**config.mk**
```make
export PLATFORM = sky130hd
export DESIGN_NAME = arb2_mux_ctrl
export DESIGN_NICKNAME = d
export VERILOG_FILES = /design/src/rtl/arb2_mux_ctrl_pkg.sv /design/src/rtl/arb2_mux_ctrl_mux.sv /design/src/rtl/arb2_mux_ctrl.sv
export SDC_FILE = /design/constraint.sdc
export NUM_CORES = 1
export LEC_CHECK = 0
export CAP_MARGIN = 15
export CELL_PAD_IN_SITES_DETAIL_PLACEMENT = 1
export CELL_PAD_IN_SITES_GLOBAL_PLACEMENT = 2
export CORE_ASPECT_RATIO = 0.5
export CORE_MARGIN = 2
export CORE_UTILIZATION = 19
export DETAILED_ROUTE_END_ITERATION = 12
export PLACE_DENSITY = 0.79
export SLEW_MARGIN = 20
export SYNTH_ARGS = -nofsm -noshare
export SYNTH_HDL_FRONTEND = slang
export SYNTH_HIERARCHICAL = 1
export SYNTH_SLANG_ARGS = --single-unit
```
**constraint.sdc**
```tcl
create_clock -name clk -period 2.1 [get_ports clk]
set_clock_uncertainty 0.1 [all_clocks]
set_input_delay 0.21 -clock clk [delete_from_list [all_inputs] [get_ports clk]]
set_output_delay 0.21 -clock clk [all_outputs]
set_load 0.02 [all_outputs]
```
**src/rtl/arb2_mux_ctrl_pkg.sv**
```systemverilog
// arb2_mux_ctrl_pkg: state encoding and reset constants shared by the arbiter RTL and its bench.
package arb2_mux_ctrl_pkg;
  typedef enum logic [1:0] {IDLE = 2'd0, OWN0 = 2'd1, OWN1 = 2'd2} state_e;
  localparam logic LAST_RST = 1'b1;
endpackage

```
**src/rtl/arb2_mux_ctrl_mux.sv**
```systemverilog
// mux2x1_data: WIDTH-wide 2:1 datapath mux, sel=0 routes a, sel=1 routes b.
module mux2x1_data #(
  parameter int WIDTH = 8
) (
  input  logic [WIDTH-1:0] a,
  input  logic [WIDTH-1:0] b,
  input  logic             sel,
  output logic [WIDTH-1:0] y
);
  assign y = sel ? b : a;
endmodule

```
**src/rtl/arb2_mux_ctrl.sv**
```systemverilog
// arb2_mux_ctrl: two-requester round-robin arbiter with a beat-limited hold, driving a shared 2:1 data mux.
module arb2_mux_ctrl
  import arb2_mux_ctrl_pkg::*;
#(
  parameter int WIDTH    = 8,
  parameter int MAX_HOLD = 4
) (
  input  logic             clk,
  input  logic             rst,
  input  logic             req0,
  input  logic             req1,
  input  logic [WIDTH-1:0] a,
  input  logic [WIDTH-1:0] b,
  output logic             gnt0,
  output logic             gnt1,
  output logic             sel,
  output logic [WIDTH-1:0] y,
  output logic             y_valid,
  input  logic             y_ready
);
  localparam int CW = MAX_HOLD > 1 ? $clog2(MAX_HOLD) : 1;
  state_e          state_q;
  logic [CW-1:0]   cnt_q;
  logic            last_q;
  logic            me, my_req, oth_req, beat, at_max;
  state_e          oth_state;
  assign gnt0      = state_q == OWN0;
  assign gnt1      = state_q == OWN1;
  assign sel       = gnt1;
  assign y_valid   = (gnt0 & req0) | (gnt1 & req1);
  assign beat      = y_valid & y_ready;
  assign me        = gnt1;
  assign my_req    = me ? req1 : req0;
  assign oth_req   = me ? req0 : req1;
  assign oth_state = me ? OWN0 : OWN1;
  assign at_max    = (int'(cnt_q) + 1) == MAX_HOLD;
  always_ff @(posedge clk or posedge rst) begin
    if (rst) begin
      state_q <= IDLE;
      cnt_q   <= '0;
      last_q  <= LAST_RST;
    end else if (state_q == IDLE) begin
      if (req0 && req1) state_q <= last_q ? OWN0 : OWN1;
      else if (req0) state_q <= OWN0;
      else if (req1) state_q <= OWN1;
    end else if (gnt0 || gnt1) begin
      if (!my_req || (beat && at_max && oth_req)) begin
        state_q <= oth_req ? oth_state : IDLE;
        last_q  <= me;
        cnt_q   <= '0;
      end else if (beat) begin
        cnt_q <= at_max ? '0 : cnt_q + 1'b1;
      end
    end else begin
      state_q <= IDLE;
      cnt_q   <= '0;
    end
  end
  mux2x1_data #(.WIDTH(WIDTH)) u_mux (.a(a), .b(b), .sel(sel), .y(y));
endmodule
```
==> impl_metrics.ini <==
[run_status]
status = finished, final reports clean

[finish]
nets = 111
final_cells = 122
fillCellCount = 295
final_common_cell = clkdlybuf4s50_1
fin_area_um2 = 927.1
final_cell_mix = 23 x clkdlybuf4s50_1, 9 x mux2_4, 9 x dlygate4sd2_1
areaGrowthSynthToFinish_pct = 80.29
final_core_util_pct = 35.85
antenna_cells = 0
drive_gt1_share_pct = 21.18

[synthesis]
syn-num-nets = 74
yosysWarningCount = 6
ys_types = 24
synthCells = 49
ys_seq_area_share_pct = 24.57
netlist_area_um2 = 514.2
synth_area_per_cell_um2 = 10.49
synth-seq-cells = 5

[worst_hold_path]
hp-class = input pin to async pin

[setup_path]
path_max_fanout = 15
crit_chain = inv_1 -> ha_1 -> buf_12 -> mux2_4 -> dlygate4sd2_1
endpoint = y[6]
r2r-start = state_q[0]$_DFFE_PP0P_
required_ps = 1790
cpPeakStageDelay_ps = 380
arrival_ps = 1700
cpMaxStageDelayCell = dfrtp_1
cp-start-kind = flop
r2r_end = state_q[0]$_DFFE_PP0P_
worstSetupStartpoint = state_q[0]$_DFFE_PP0P_
crit_path_end_kind = output port
r2r_cells = 8
r2r_slack_ps = 130
criticalPathCategory = flop to output port

[floorplan]
initial_core_util_pct = 19.88
die-width_um = 77.58
die_area_mm2 = 0.003164
rows = 13
core_mm2 = 0.002586
die_h_um = 40.79
io_pins = 33

[timing]
fin_crit_sh_pct = 95.55
hold_viol_final = 0
rsz0062_at_grt = false
fin_tns_setup_ps = 0
fin_crit_ps = 2006
fmax_mhz = 498.4
slew_headroom_pct = 82.51
finalSetupViolCount = 0
final.hold.worst_slack_ps = 95.99
finalMaxSlewViolations = 0
worstMarginPinSlew_ps = 262.4

[clocking]
clock_latency_ps = 220
cts_hold_buf = 0
clock_tree.buffer_depth = 2
tritoncts = built
cts_sinks = 5
cts-buffers-inserted = 3
clockRootBuffer = clkbuf_8
clk_pin_slew_worst_paths_ps = 40
htree_levels = 1

[grt]
antenna_found_initial = 0
track_usage_pct = 12.41
grt_pass1_wl_um = 2829
grt_start_max_net_pins = 16
grt_remaining_overflow = 0
grt_pass1_vias = 531

[placed_design]
post_dp_cell_area_um2 = 889.6
place_congestion = 0.7893
dp_hpwl_um = 1425
io_buffers = 32
dp.cells = 118

[power]
powerDensity_mw_per_mm2 = 1183
vdd_ir_drop_max_v = 0.0002628
leakagePower_nw = 0.4065

[route]
drt-pass1-iter-count = 3
vias = 538
wl_per_cell_um = 13.81
drc = 0
drt_iter0_markers = 14
finalWirelength_um = 1685
ant_nets = 0
vias_per_cell = 4.410

[job]
drv_cap = 0
==> layer usage <==
layer  share of wire, %  global-route usage (%)
met5                  0                       0
met1                 45                   14.06
met3                6.7                   3.084
met4                2.1                   8.036
met2                 46                   22.61
==> state kept, by name, summed over array words and instances, names as in the netlist <==
register  count
state_q       2
cnt_q         2
last_q        1
==> cell families (layout without fill, tap and decap cells) <==
group | after synthesis | count (layout) | share of synthesized area, %
AO/OA/AOI/OAI | 14 | 14 | 20.68
buffers and inverters | 6 | 42 | 6.569
flip-flops | 5 | 5 | 24.58
multiplexers | 10 | 10 | 28.22
AND/OR/NAND/NOR | 10 | 10 | 10.22
adder cells (fa/ha/maj) | 4 | 4 | 9.733
==> worst min-delay path by stage <==
stage          from                endpoint  depth (start not counted)
3_3_place_gp    rst    cnt_q[0]$_DFFE_PP0P_                          2
3_5_place_dp    rst  state_q[0]$_DFFE_PP0P_                          2
4_1_cts         rst    cnt_q[0]$_DFFE_PP0P_                          2
5_1_grt         rst    cnt_q[0]$_DFFE_PP0P_                          2
2_1_floorplan   rst    cnt_q[0]$_DFFE_PP0P_                          1
6_report        rst    cnt_q[0]$_DFFE_PP0P_                          2
==> power breakdown <==
group | switching (mW) | total [mW] | leakage [nW] | internal, mW
clock | 0.0507 | 0.181 | 0.0228 | 0.131
sequential | 0.0200 | 0.152 | 0.0636 | 0.132
combinational | 0.385 | 0.764 | 0.320 | 0.379
total | 0.456 | 1.10 | 0.407 | 0.641
==> metrics by stage <==
step / total power [mW] / worst slack (ps)
global route: 1.182 / 20.66
floorplan: 0.6711 / 61.44
finish: 1.097 / 93.51
CTS: 1.104 / 31.34
global placement: 0.9300 / 154.5
detailed placement: 0.9541 / 45.33
==> Yosys cell counts <==
library cell  n  share of area, %
a22o_1        1               1.7
nor3_1        1              0.97
mux2_4        9                26
nand3_1       1              0.97
dfstp_2       1               5.1
a31oi_1       2               2.4
buf_6         1               2.2
a31o_2        1               1.7
mux2i_1       1               1.9
o211ai_1      1               1.5
nand2_1       4               2.9
o211ai_4      1               4.1
o21ai_0       3               2.9
nor2_1        1              0.73
ha_1          4               9.7
or4b_1        1               1.9
dfrtp_1       4                19
a21oi_1       3               2.9
buf_4         1               1.5
inv_1         4               2.9
or2b_1        1               1.5
nand2b_1      1               1.2
a32o_1        1               1.9
a22oi_1       1               1.5
==> what timing repair did <==
| action | CTS | global route |
|---|---|---|
| buffers inserted | 0 | 0 |
| resized for setup | 9 | 1 |
| setup endpoints to repair | 9 | 1 |
| cloned | 0 | 0 |
==> worst max-delay path: cells and delay by family (launching register included) <==
family	cells	cell delay, ps
buf+inv	3	580
flops	1	380
mux	1	300
fa+ha+maj	1	200
==> layout make-up <==
class,instances,area (um2),share of cell area (%)
clock buffer,4,45.04,4.858
inverter,4,15.01,1.619
sequential,5,126.4,13.63
timing repair buffer,34,336.6,36.30
tap,37,46.29,4.993
multi-input combinational,38,357.8,38.60
Note: power is estimated with default switching activity, not from simulation.
